<file path="config.mk">
export PLATFORM = sky130hd
export DESIGN_NAME = forward_unit_sb
export DESIGN_NICKNAME = d
export VERILOG_FILES = /design/src/rtl/forward_unit_sb.sv
export SDC_FILE = /design/constraint.sdc
export NUM_CORES = 1
export LEC_CHECK = 0
export BUFFER_PORTS_ARGS = -buffer_cell sky130_fd_sc_hd__buf_2
export CAP_MARGIN = 40
export CELL_PAD_IN_SITES_DETAIL_PLACEMENT = 0
export CELL_PAD_IN_SITES_GLOBAL_PLACEMENT = 1
export CORE_MARGIN = 4
export CORE_UTILIZATION = 25
export CTS_BUF_LIST = sky130_fd_sc_hd__clkbuf_16
export DETAILED_ROUTE_END_ITERATION = 12
export PLACE_DENSITY = 0.56
export SYNTH_ARGS = -nofsm -noshare
export SYNTH_HDL_FRONTEND = slang
export SYNTH_SLANG_ARGS = --single-unit
</file>
<file path="constraint.sdc">
create_clock -name clk -period 3.1 [get_ports clk]
set_clock_uncertainty 0.2 [all_clocks]
set_input_delay 0.155 -clock clk [delete_from_list [all_inputs] [get_ports clk]]
set_output_delay 0.155 -clock clk [all_outputs]
set_load 0.05 [all_outputs]
</file>
<file path="src/rtl/forward_unit_sb.sv">
// EX-stage operand forwarder (ME / WB / drain-hold buffer) with a long-latency
// register scoreboard that generates the ID stall.
module forward_unit_sb #(
  parameter int XLEN       = 32,
  parameter int AW         = 5,
  parameter int NUM_RD     = 2,
  parameter int HOLD_DEPTH = 2,
  parameter int MAX_PEND   = 4,
  localparam int CW        = $clog2(MAX_PEND + 1)
) (
  input  logic                     clk,
  input  logic                     rst_n,
  input  logic                     pipe_stall,
  input  logic [NUM_RD*AW-1:0]     id_rs_addr,
  input  logic [NUM_RD-1:0]        id_rs_used,
  input  logic [AW-1:0]            id_rd_addr,
  input  logic                     id_reg_we,
  input  logic                     id_is_long,
  input  logic [NUM_RD*AW-1:0]     ex_rs_addr,
  input  logic [NUM_RD*XLEN-1:0]   ex_rs_data,
  input  logic [AW-1:0]            ex_rd_addr,
  input  logic                     ex_reg_we,
  input  logic                     ex_is_load,
  input  logic                     lq_issue,
  input  logic                     lc_valid,
  input  logic [AW-1:0]            lc_addr,
  input  logic                     me_reg_we,
  input  logic [AW-1:0]            me_rd_addr,
  input  logic [XLEN-1:0]          me_data,
  input  logic                     wb_reg_we,
  input  logic [AW-1:0]            wb_rd_addr,
  input  logic [XLEN-1:0]          wb_data,
  output logic [NUM_RD*XLEN-1:0]   ex_fwd_data,
  output logic [NUM_RD*2-1:0]      ex_fwd_sel,
  output logic                     stall_id,
  output logic [CW-1:0]            pend_cnt,
  output logic                     pend_full
);

  // Hold entry 0 is the newest; valid entries always form a contiguous prefix.
  logic [HOLD_DEPTH-1:0]           hv_q, hv_d;
  logic [HOLD_DEPTH-1:0][AW-1:0]   ha_q, ha_d;
  logic [HOLD_DEPTH-1:0][XLEN-1:0] hd_q, hd_d;
  logic                            hold_hit;

  logic [2**AW-1:0] pend_q, pend_d;
  logic [CW-1:0]    cnt_q, cnt_d;
  logic             issue_ok, comp_ok;

  always_comb begin
    hv_d     = hv_q;
    ha_d     = ha_q;
    hd_d     = hd_q;
    hold_hit = 1'b0;
    if (!pipe_stall) begin
      hv_d = '0;
    end else if (wb_reg_we && wb_rd_addr != '0) begin
      for (int j = 0; j < HOLD_DEPTH; j++) begin
        if (hv_q[j] && ha_q[j] == wb_rd_addr) begin
          hold_hit = 1'b1;
          hd_d[j]  = wb_data;
        end
      end
      if (!hold_hit) begin
        for (int k = HOLD_DEPTH - 1; k > 0; k--) begin
          hv_d[k] = hv_q[k-1];
          ha_d[k] = ha_q[k-1];
          hd_d[k] = hd_q[k-1];
        end
        hv_d[0] = 1'b1;
        ha_d[0] = wb_rd_addr;
        hd_d[0] = wb_data;
      end
    end
  end

  always_comb begin
    ex_fwd_data = ex_rs_data;
    ex_fwd_sel  = '0;
    for (int i = 0; i < NUM_RD; i++) begin
      if (ex_rs_addr[i*AW +: AW] != '0) begin
        if (me_reg_we && me_rd_addr == ex_rs_addr[i*AW +: AW]) begin
          ex_fwd_sel[i*2 +: 2]     = 2'd1;
          ex_fwd_data[i*XLEN +: XLEN] = me_data;
        end else if (wb_reg_we && wb_rd_addr == ex_rs_addr[i*AW +: AW]) begin
          ex_fwd_sel[i*2 +: 2]     = 2'd2;
          ex_fwd_data[i*XLEN +: XLEN] = wb_data;
        end else begin
          // Walk oldest to newest so the newest match wins.
          for (int j = HOLD_DEPTH - 1; j >= 0; j--) begin
            if (hv_q[j] && ha_q[j] == ex_rs_addr[i*AW +: AW]) begin
              ex_fwd_sel[i*2 +: 2]     = 2'd3;
              ex_fwd_data[i*XLEN +: XLEN] = hd_q[j];
            end
          end
        end
      end
    end
  end

  assign issue_ok = lq_issue && !pipe_stall && ex_rd_addr != '0;
  assign comp_ok  = lc_valid && pend_q[lc_addr];

  always_comb begin
    pend_d = pend_q;
    if (lc_valid) pend_d[lc_addr] = 1'b0;
    if (issue_ok) pend_d[ex_rd_addr] = 1'b1;
    cnt_d = cnt_q;
    if (issue_ok && !comp_ok && cnt_q != CW'(MAX_PEND)) cnt_d = cnt_q + 1'b1;
    else if (comp_ok && !issue_ok && cnt_q != '0)       cnt_d = cnt_q - 1'b1;
  end

  always_ff @(posedge clk) begin
    if (!rst_n) begin
      hv_q   <= '0;
      ha_q   <= '0;
      hd_q   <= '0;
      pend_q <= '0;
      cnt_q  <= '0;
    end else begin
      hv_q   <= hv_d;
      ha_q   <= ha_d;
      hd_q   <= hd_d;
      pend_q <= pend_d;
      cnt_q  <= cnt_d;
    end
  end

  assign pend_cnt  = cnt_q;
  assign pend_full = (cnt_q == CW'(MAX_PEND));

  always_comb begin
    stall_id = 1'b0;
    for (int i = 0; i < NUM_RD; i++) begin
      if (id_rs_used[i]) begin
        if (ex_reg_we && ex_is_load && ex_rd_addr != '0 &&
            ex_rd_addr == id_rs_addr[i*AW +: AW])
          stall_id = 1'b1;
        // A completion in the same cycle releases the reader immediately.
        if (id_rs_addr[i*AW +: AW] != '0 && pend_q[id_rs_addr[i*AW +: AW]] &&
            !(lc_valid && lc_addr == id_rs_addr[i*AW +: AW]))
          stall_id = 1'b1;
      end
    end
    if (id_reg_we && id_rd_addr != '0 && pend_q[id_rd_addr]) stall_id = 1'b1;
    if (id_is_long && pend_full) stall_id = 1'b1;
  end

endmodule

</file>
==> reports/qor.csv, run 1 <==
stage,metric,value,unit
worst_setup_path,Setup Crit Path Kind,flop to output port,
detailed_routing,WL met2,24.3,mm
detailed_routing,WL per Instance,24.2,um
timing,TNS Setup,0,ps
placed_design,Placed Area,0.0124,mm2
layout,ratio of cells with drive above 1 in the final layout,31.5,%
timing,Worst slew margin,49.0,%
synth,syn avg cell area,7.40,um2
timing,setup violators final,0,
worst_setup_path,"critical path, cell by cell",xor2_2 -> or4_4 -> buf_4 -> o21ai_0 -> a311oi_1 -> a21oi_1 -> a221oi_2 -> buf_2,
worst_setup_path,crit start category,flop,
detailed_routing,Routed Antenna Nets,0,
timing,final worst path period need,3000,ps
layout,"Design Area, Final",0.0137,mm2
synth,Main synth FF type,dfxtp_1,
global_route,vias in the first global route,12067,
die,row count,73,
status,status,"complete, no violations",
detailed_routing,highest routed layer,met5,
synth,Yosys warnings,0,
power,P per Cell Area,323,mW/mm2
detailed_routing,DRC violation total after the first TritonRoute iteration,1033,
die,die width,209,um
layout,nets,1793,
synth,syn_nets,1558,
placed_design,Port Buffers,258,
timing,RSZ-0062 raised after global routing,true,
timing,Worst-Margin Slew,763,ps
die,core area,0.0399,mm2
detailed_routing,drt via density,5.61,
clock_tree,Worst-Skew Late Latency,360,ps
worst_setup_path,Critical Path AT,2650,ps
placed_design,HPWL Detailed,34.7,mm
worst_setup_path,crit path max fanout,7,
power,worst vdd ir,0.000281,V
die,Starting Density,25.4,%
global_route,largest net degree at the start of global routing,66,
detailed_routing,WL met3,2.85,mm
synth,asr flop ratio synth,0,%
clock_tree,TritonCTS buffer count,9,
timing,fin crit share,96.8,%
worst_setup_path,kind of cell adding the most delay to the critical path,simple AND/OR/NAND/NOR gates,
global_route,gr usage total,22.1,%
die,num ports,259,
power,P_leak,5.13,nW
synth,mapped cell area,0.0101,mm2
clock_tree,clk sink count,111,
flow_run,Max-Cap Viols,0,
timing,Max Freq,333,MHz
timing,"Hold Violations, Final",0,
worst_setup_path,Buf/Inv on CP,2,
placed_design,Post-Place Setup Slack,-180,ps
placed_design,gpl congestion,0.929,
layout,Area growth syn-to-layout,34.6,%
synth,Yosys cell types,58,
detailed_routing,DR DRC count,0,
synth,sequential area share after synthesis,21.9,%
die,Die ar.,0.0439,mm2
die,Vert. Die Dim,209,um
clock_tree,CTS H-tree lvls,3,
clock_tree,CTS root buffer,clkbuf_16,
worst_setup_path,Crit. End Element,output port,
detailed_routing,First-pass DRT Iterations,5,
synth,Synth Register Bits,111,
worst_setup_path,CP Data Required Time,2740,ps
global_route,GR Overflow Total,0,
clock_tree,TritonCTS clock tree,done,
worst_setup_path,"slowest stage cell, crit path",or4_4,
hold_path,Hold Path Class,input pin to flop,
global_route,initial antenna violation count,2,
global_route,first-pass GRT wire length,76.5,mm
synth,number of synthesized flops with an enable pin,0,
clock_tree,clock buffer depth,2,
synth,cells after synthesis,1371,
worst_setup_path,"slowest stage delay, CP",650,ps
detailed_routing,final wirelength,51.7,mm
timing,setup slack after layout,98.9,ps
detailed_routing,met1 wire length,23.6,mm
detailed_routing,via count,11978,
timing,max-slew violation count,0,
clock_tree,Worst-path clk slew,80,ps
[per-layer routing]
| layer | up-vias | global-route usage [%] |
|---|---|---|
| met4 | 2 | 4.82 |
| met2 | 435 | 36.2 |
| met5 | - | 0 |
| met1 | 5906 | 31.0 |
| met3 | 65 | 3.11 |
| li1 | 5570 | - |
[state kept, by name (all words and copies together) (netlist names)]
signal,cells
ha_q,10
hd_q,64
hv_q,2
pend_cnt,3
pend_q,32
[path summary, 6_finish.rpt]
| path | cells after the start | slack (ps) | end | from |
|---|---|---|---|---|
| worst max-delay path | 8 | 100 | ex_fwd_data[45] | ha_q[6] |
| worst min-delay path | 3 | 20 | pend_q[28] | ex_rd_addr[3] |
| worst max register to register | 10 | 140 | pend_cnt[1] | pend_q[24] |
| worst min register to register | 1 | 290 | pend_q[0] | pend_q[0] |
[synthesized netlist by cell type (all sizes together) (2+ instances only)]
| library cell | instances | area (um2) |
|---|---|---|
| a311oi | 64 | 561 |
| nor4 | 14 | 145 |
| nor2 | 186 | 701 |
| a21o | 2 | 15.0 |
| xor2 | 44 | 385 |
| a21boi | 2 | 15.0 |
| o21ai | 101 | 505 |
| o22ai | 5 | 43.8 |
| mux4 | 26 | 586 |
| or4 | 3 | 30.0 |
| nand2 | 109 | 409 |
| mux2 | 5 | 63.8 |
| nand3 | 76 | 380 |
| nor3b | 7 | 52.6 |
| buf | 57 | 329 |
| dfxtp | 111 | 2220 |
| inv | 4 | 15.0 |
| nor3 | 74 | 370 |
| nand4 | 5 | 31.3 |
| or2 | 2 | 12.5 |
| or3 | 4 | 30.0 |
| nand2b | 5 | 31.3 |
| or3b | 3 | 31.3 |
| a31oi | 4 | 25.0 |
| a221oi | 66 | 678 |
| clkbuf | 103 | 394 |
| and2 | 5 | 31.3 |
| a21oi | 131 | 659 |
| o21a | 2 | 15.0 |
| xnor2 | 28 | 245 |
| and3 | 7 | 43.8 |
| a211oi | 32 | 240 |
| nand3b | 7 | 52.6 |
| mux2i | 68 | 681 |
[through the flow]
step                      cells  utilization, %  hold slack [ps]  power, mW
final                      2137            34.2             16.9       4.42
after global placement     2066            31.1              237       3.04
after detailed placement   2066            31.1              246       3.05
after global routing       2136            34.2             30.0       4.60
after floorplan            1371               -             91.0       2.54
after CTS                  2134            33.4             3.50       4.40
[report_power, final]
group / switching, mW / leakage, nW / internal (mW)
registers: 0.0728 / 0.911 / 1.49
clock network: 0.627 / 0.155 / 0.648
logic: 1.00 / 4.06 / 0.582
[cells in the final DEF, fill, tap and decap left out, drive strengths merged, types with 2 or more instances in the layout]
master       Yosys  routed
inv              4       6
xnor2           28      28
and3             7       7
nand2b           5       5
dfxtp          111     111
a21oi          131     131
nor3b            7       7
xor2            44      44
a311oi          64      64
clkbuf         103      20
a221oi          66      66
a211oi          32      32
nor3            74      74
nor2           186     186
a31oi            4       4
o21a             2       2
nand3           76      76
clkinv           0       4
nand3b           7       7
mux2             5       5
o22ai            5       5
buf             57     328
or4              3       3
o21ai          101     101
dlygate4sd3      0      45
or2              2       2
and2             5       5
or3b             3       3
mux4            26      26
a21o             2       2
nand2          109     109
mux2i           68      68
nand4            5       5
nor4            14      14
a21boi           2       2
or3              4       4
[area by class of cell]
cell class | instances | area (um2)
Fill cell | 4300 | 26300
Multi-Input combinational cell | 1096 | 7680
Timing Repair Buffer | 384 | 2740
Sequential cell | 111 | 2240
Tap cell | 525 | 657
Clock buffer | 9 | 225
Clock inverter | 7 | 88.8
Inverter | 4 | 16.3
Antenna cell | 1 | 2.50
[tightest hold or removal path: cells and delay by family]
kind / cells / cell delay [ps]
buffers and inverters: 1 / 190
AND/OR/NAND/NOR: 1 / 120
AO/OA/AOI/OAI: 1 / 50
[timing repair]
action	4_1_cts	5_1_grt
endpoints found under the hold margin	77	0
gates resized for setup	12	113
hold buffers	45	0
setup buffers	5	1
setup endpoints to repair	42	67
pin swaps	3	10
gates cloned	2	2
[kinds of logic after synthesis]
logic type / synth area share (%)
compound gates: 28.0
flops: 21.9
fa+ha+maj: 0.197
buf+inv: 7.28
mux: 13.1
simple gates: 23.3
xor+xnor: 6.22
No activity file was read; power rests on OpenSTA's default activity.
==> inputs of run 2 (changes only) <==
GPL_TIMING_DRIVEN = 0   (was default)
MAX_ROUTING_LAYER = met4   (was default)
==> reports/qor.csv, run 2 (synthesis gave the netlist of run 1 again) <==
stage,metric,value,unit
hold_path,Hold Path Class,input pin to flop,
worst_setup_path,RR Startpoint,pend_q[19],
power,worst vdd ir,0.000281,V
timing,final worst path period need,3100,ps
timing,"Hold Violations, Final",0,
die,Vert. Die Dim,209,um
power,clock network fraction of design power,29.9,%
worst_setup_path,Critical Path AT,2740,ps
global_route,gr usage total,24.1,%
detailed_routing,DR DRC count,0,
detailed_routing,via count,12272,
power,Gate power share,35.5,%
layout,"commonest cells after routing, fill and taps aside","buf_2 (216), nor2_1 (185), a21oi_1 (125)",
placed_design,Port Buffers,226,
power,sw frac,38.4,%
hold_path,hold_sp,rst_n,
worst_setup_path,R2R depth,10,
worst_setup_path,Crit. End Element,output port,
layout,max FFs per register,64,
layout,biggest regs,"hd_q: 64 flops, pend_q: 32 flops, ha_q: 10 flops",
global_route,largest net degree at the start of global routing,20,
timing,RSZ-0062 raised after global routing,true,
worst_setup_path,Setup Crit Path Kind,flop to output port,
worst_setup_path,flop2flop setup slack,150,ps
timing,Worst slew margin,38.4,%
placed_design,HPWL Detailed,41.8,mm
layout,ratio of cells with drive above 1 in the final layout,31.2,%
timing,Max Freq,323,MHz
detailed_routing,Routed Antenna Nets,0,
global_route,GR Overflow Total,0,
clock_tree,CTS H-tree lvls,3,
layout,multi-input combinational cell area,0.00770,mm2
global_route,initial antenna violation count,1,
die,Die ar.,0.0439,mm2
clock_tree,clk sink count,111,
clock_tree,clock buffer depth,2,
global_route,first-pass GRT wire length,79.0,mm
power,P_int,2.79,mW
timing,max-slew violation count,0,
global_route,vias in the first global route,12034,
layout,nets,1848,
die,core area,0.0399,mm2
worst_setup_path,crit path max fanout,10,
status,status,"complete, no violations",
power,NetSw,1.73,mW
power,P_leak,5.08,nW
layout,register area,0.00224,mm2
clock_tree,Worst-path clk slew,80,ps
detailed_routing,final wirelength,54.1,mm
timing,Worst-Margin Slew,923,ps
layout,Area growth syn-to-layout,34.4,%
hold_path,Hold EP,pend_q[0],
timing,setup violators final,0,
layout,number of fill cells in the layout,4345,
worst_setup_path,CP Data Required Time,2740,ps
power,P per Cell Area,332,mW/mm2
detailed_routing,DRC violation total after the first TritonRoute iteration,971,
timing,fin crit share,99.9,%
detailed_routing,drt via density,5.60,
hold_path,hold depth,2,
die,Starting Density,25.4,%
clock_tree,TritonCTS buffer count,9,
die,die width,209,um
die,num ports,259,
clock_tree,Worst-Skew Late Latency,370,ps
layout,"most common cell after layout, fill and taps aside",buf_2,
die,row count,73,
worst_setup_path,crit start category,flop,
flow_run,Max-Cap Viols,0,
power,Seq pwr share,34.6,%
power,Tot Pwr,4.52,mW
worst_setup_path,R2R Path End,pend_cnt[1],
placed_design,gpl congestion,0.895,
layout,most flop-heavy register,hd_q,
detailed_routing,First-pass DRT Iterations,5,
detailed_routing,WL per Instance,24.7,um
clock_tree,TritonCTS clock tree,done,
timing,TNS Setup,0,ps
clock_tree,CTS root buffer,clkbuf_16,
## run 2: cell count changes in the layout (fill, tap and decap cells not counted), moves of 3 or more
cell           delta
a21oi_1           -3
buf_12           -14
buf_6            +13
o21ai_0          -16
buf_4            -24
clkbuf_1         +57
a21oi_2           +5
dlygate4sd3_1     -5
clkbuf_2         +24
clkbuf_4          +6
o21ai_1          +13
## run 2: worst max-delay path, cell delays in order (launching register included)
cell and delay [ps]:
dfxtp_2 430, xnor2_1 110, nand2_1 330, clkbuf_2 370
o21ai_0 150, a311oi_2 280, a21oi_1 80, a221oi_2 420
buf_6 220
## run 2: how the worst max path moves through the flow
stage | end | slack, ps | depth (start not counted) | start
after global placement | ex_fwd_data[47] | -330 | 9 | ex_rs_addr[6]
final | ex_fwd_data[54] | 2 | 8 | ha_q[7]
after floorplan | pend_cnt[1] | 40 | 8 | pend_cnt[0]
after detailed placement | ex_fwd_data[47] | -350 | 9 | ex_rs_addr[6]
after global routing | ex_fwd_data[54] | -50 | 9 | ha_q[3]
after CTS | ex_fwd_data[53] | -20 | 8 | ha_q[5]
## run 2: power by group through the flow
stage	Sequential (mW)	Combinational, mW	Clock, mW
floorplan	1.59	0.949	0
global placement	1.59	1.45	0
detailed placement	1.59	1.46	0
CTS	1.56	1.54	1.38
global route	1.57	1.70	1.43
finish	1.56	1.61	1.35
## run 2: area by class of cell
type	instances	share of cell area (%)
inverter	4	0.110
tap	525	4.82
clock inverter	7	0.780
antenna	1	0.0184
multi-input combinational	1096	56.5
buffer	154	5.93
sequential	111	16.4
timing repair buffer	285	13.8
clock buffer	9	1.65
## run 2: per-stage QoR
step / area, um2 / setup WS, ps / hold WS [ps] / utilization, % / std cells
global placement: 12200 / -331 / 245 / 30.6 / 2122
finish: 13600 / 1.80 / 7.52 / 34.1 / 2192
floorplan: 10400 / 35.7 / 91.0 / - / 1371
detailed placement: 12200 / -349 / 248 / 30.6 / 2126
CTS: 13300 / -21.7 / 2.55 / 33.2 / 2185
global route: 13600 / -53.6 / 25.9 / 34.1 / 2192
## run 2: repair_timing
item	4_1_cts	5_1_grt
endpoints found under the setup margin	68	89
hold buffers	40	0
setup buffers	6	9
resized for setup	97	164
pin swaps	6	19
hold endpoints to repair	68	0
## run 2: per-layer routing
metal  wire (um)  up-vias  global-route usage (%)  part of all wire [%]
li1            -     5680                       -                     -
met1       25200     6035                    34.3                    47
met2       24100      488                    36.6                    44
met3        3570       69                    3.29                   6.6
met4        1230        0                    5.18                   2.3
met5           0        -                       -                     0
==> inputs of run 3 (changes only) <==
ABC_AREA = 1   (was default)
PLACE_DENSITY = 0.59   (was 0.56)
==> reports/qor.csv, run 3 <==
stage,metric,value,unit
placed_design,Post-Place Setup Slack,-18.5,ps
worst_setup_path,crit start category,input pin,
detailed_routing,WL per Instance,21.6,um
flow_run,Max-Cap Viols,0,
die,Vert. Die Dim,215,um
global_route,largest net degree at the start of global routing,22,
detailed_routing,First-pass DRT Iterations,5,
worst_setup_path,flop2flop setup slack,530,ps
die,core area,0.0422,mm2
synth,Yosys cell types,43,
worst_setup_path,Critical Path AT,2720,ps
layout,most flop-heavy register,hd_q,
synth,Synth Register Bits,111,
layout,"commonest cells after routing, fill and taps aside","nand2_1 (517), a21oi_1 (325), buf_2 (272)",
worst_setup_path,"critical path, cell by cell",clkbuf_2 -> inv_1 -> nand4_1 -> inv_2 -> clkdlybuf4s15_1 -> a21oi_1 -> a22oi_1 -> clkbuf_4,
synth,sequential area share after synthesis,20.7,%
timing,TNS Setup,0,ps
detailed_routing,DR DRC count,0,
worst_setup_path,"slowest stage delay, CP",720,ps
synth,Synth area leaders,"dfxtp_1 (21%), nand2_1 (18%), a21oi_1 (15%), inv_1 (7.6%), nand3_1 (5.5%)",
placed_design,HPWL Detailed,46.5,mm
synth,top-area cell type share of the netlist area,20.7,%
timing,worst hold slack,20.4,ps
synth,asr flop ratio synth,0,%
global_route,gr usage total,25.2,%
global_route,first-pass GRT wire length,87.8,mm
layout,register area,0.00222,mm2
die,die width,215,um
worst_setup_path,Setup Crit Path Kind,input pin to output port,
clock_tree,clock buffer depth,2,
global_route,vias in the first global route,13952,
layout,"Design Area, Final",0.0135,mm2
power,clock network fraction of design power,28.6,%
synth,dominant cell by count in the synthesized netlist,nand2_1,
worst_setup_path,Crit. End Element,output port,
global_route,GR Overflow Total,0,
layout,nets,2421,
timing,max-slew violation count,0,
hold_path,Hold Path Class,input pin to flop,
worst_setup_path,R2R Path End,hd_q[54],
clock_tree,CTS root buffer,clkbuf_16,
synth,"area leader, netlist",dfxtp_1,
power,P_int,2.56,mW
layout,multi-input combinational cell area,0.00711,mm2
global_route,GR met1 Demand/Resource,32.7,%
placed_design,Placed Area,0.0127,mm2
detailed_routing,drt via density,5.30,
layout,final core occ,32.0,%
synth,syn avg cell area,5.55,um2
power,NetSw,1.91,mW
clock_tree,clk sink count,111,
die,Starting Density,25.4,%
layout,biggest regs,"hd_q: 64 flops, pend_q: 32 flops, ha_q: 10 flops",
power,P per Cell Area,330,mW/mm2
timing,Worst slew margin,37.1,%
layout,ratio of cells with drive above 1 in the final layout,17.3,%
worst_setup_path,crit path max fanout,10,
timing,Worst-Margin Slew,944,ps
detailed_routing,DRC violation total after the first TritonRoute iteration,1303,
power,sw frac,42.6,%
placed_design,Port Buffers,245,
hold_path,hold_sp,ex_rd_addr[2],
synth,Main synth FF type,dfxtp_1,
die,num ports,259,
power,Seq pwr share,35.4,%
timing,final worst path period need,3070,ps
hold_path,Hold EP,pend_q[28],
layout,number of fill cells in the layout,4925,
die,Die ar.,0.0463,mm2
detailed_routing,via count,14732,
global_route,layer with the highest usage,met2,
synth,synth cell count leaders,"nand2_1 (517), a21oi_1 (328), inv_1 (216)",
layout,"most common cell after layout, fill and taps aside",nand2_1,
worst_setup_path,R2R depth,8,
power,Gate power share,36.0,%
power,Tot Pwr,4.47,mW
synth,mapped cell area,0.0107,mm2
clock_tree,TritonCTS buffer count,9,
layout,max FFs per register,64,
clock_tree,TritonCTS clock tree,done,
timing,setup slack after layout,25.9,ps
placed_design,# placed instances,2722,
detailed_routing,final wirelength,59.9,mm
hold_path,hold depth,3,
worst_setup_path,"slowest stage cell, crit path",clkdlybuf4s15_1,
worst_setup_path,RR Startpoint,ha_q[8],
global_route,initial antenna violation count,2,
layout,Area growth syn-to-layout,26.0,%
timing,"Hold Violations, Final",0,
timing,setup violators final,0,
worst_setup_path,CP Data Required Time,2740,ps
synth,syn_nets,2122,
placed_design,gpl congestion,0.957,
status,status,"complete, no violations",
synth,Yosys warnings,0,
layout,"non-filler cells, final",2780,
timing,fin crit share,99.2,%
power,P_leak,6.51,nW
clock_tree,CTS H-tree lvls,3,
clock_tree,Worst-path clk slew,80,ps
synth,number of synthesized flops with an enable pin,0,
detailed_routing,Routed Antenna Nets,0,
clock_tree,Worst-Skew Late Latency,380,ps
power,worst vdd ir,0.000249,V
global_route,met2 Track Usage GR,40.5,%
timing,Max Freq,325,MHz
die,row count,75,
global_route,GR met3 Demand/Resource,2.32,%
synth,cells after synthesis,1935,
run 3: power groups by stage:
stage               logic [mW]  clock network [mW]  registers, mW
detailed placement        1.53                   0           1.61
finish                    1.61                1.28           1.58
global placement          1.52                   0           1.61
CTS                       1.58                1.30           1.58
global route              1.74                1.34           1.59
floorplan                0.977                   0           1.60
run 3: kinds of logic after synthesis:
family / count (synthesis) / synth area share, %
AOI/OAI and AO/OA: 566 / 29.1
DFF: 111 / 20.7
and+or+nand+nor: 875 / 34.6
xor gates and xnor gates: 19 / 1.55
adders and majority gates: 1 / 0.186
buffers and inverters: 363 / 13.8
run 3: cell type report:
| class | count | share of cell area, % |
|---|---|---|
| Sequential cell | 111 | 16.4 |
| Timing Repair Buffer | 288 | 12.5 |
| Buffer | 136 | 5.05 |
| Tap cell | 539 | 4.98 |
| Antenna cell | 2 | 0.0370 |
| Multi-Input combinational cell | 1461 | 52.5 |
| Clock buffer | 9 | 1.66 |
| Inverter | 227 | 6.30 |
| Clock inverter | 7 | 0.536 |
run 3: repair_timing:
item / CTS / global route
hold buffers: 38 / 0
setup endpoints to repair: 67 / 60
setup buffers: 0 / 2
gates resized for setup: 19 / 53
pin swaps: 0 / 1
hold endpoints to repair: 72 / 0
run 3: worst max path at each step:
stage	startpoint	end	slack (ps)	cells past startpoint
detailed placement	ha_q[2]	ex_fwd_data[3]	-20	10
global route	ha_q[8]	ex_fwd_data[1]	-10	11
CTS	ha_q[8]	ex_fwd_data[2]	20	11
global placement	ha_q[2]	ex_fwd_data[3]	-50	10
floorplan	pend_cnt[2]	pend_cnt[1]	500	6
finish	ex_rs_addr[4]	ex_fwd_data[29]	30	8
run 3: critical path: cells and delay by family:
kind / cells / cell delay [ps]
buffers and inverters: 5 / 1670
AO/OA/AOI/OAI: 2 / 470
AND/OR/NAND/NOR: 1 / 400
run 3: per-layer routing:
layer  share of wire [%]  wire, um
met5                   0         0
met4                 4.4      2640
met3                 6.0      3620
met2                  46     27700
met1                  43     26000
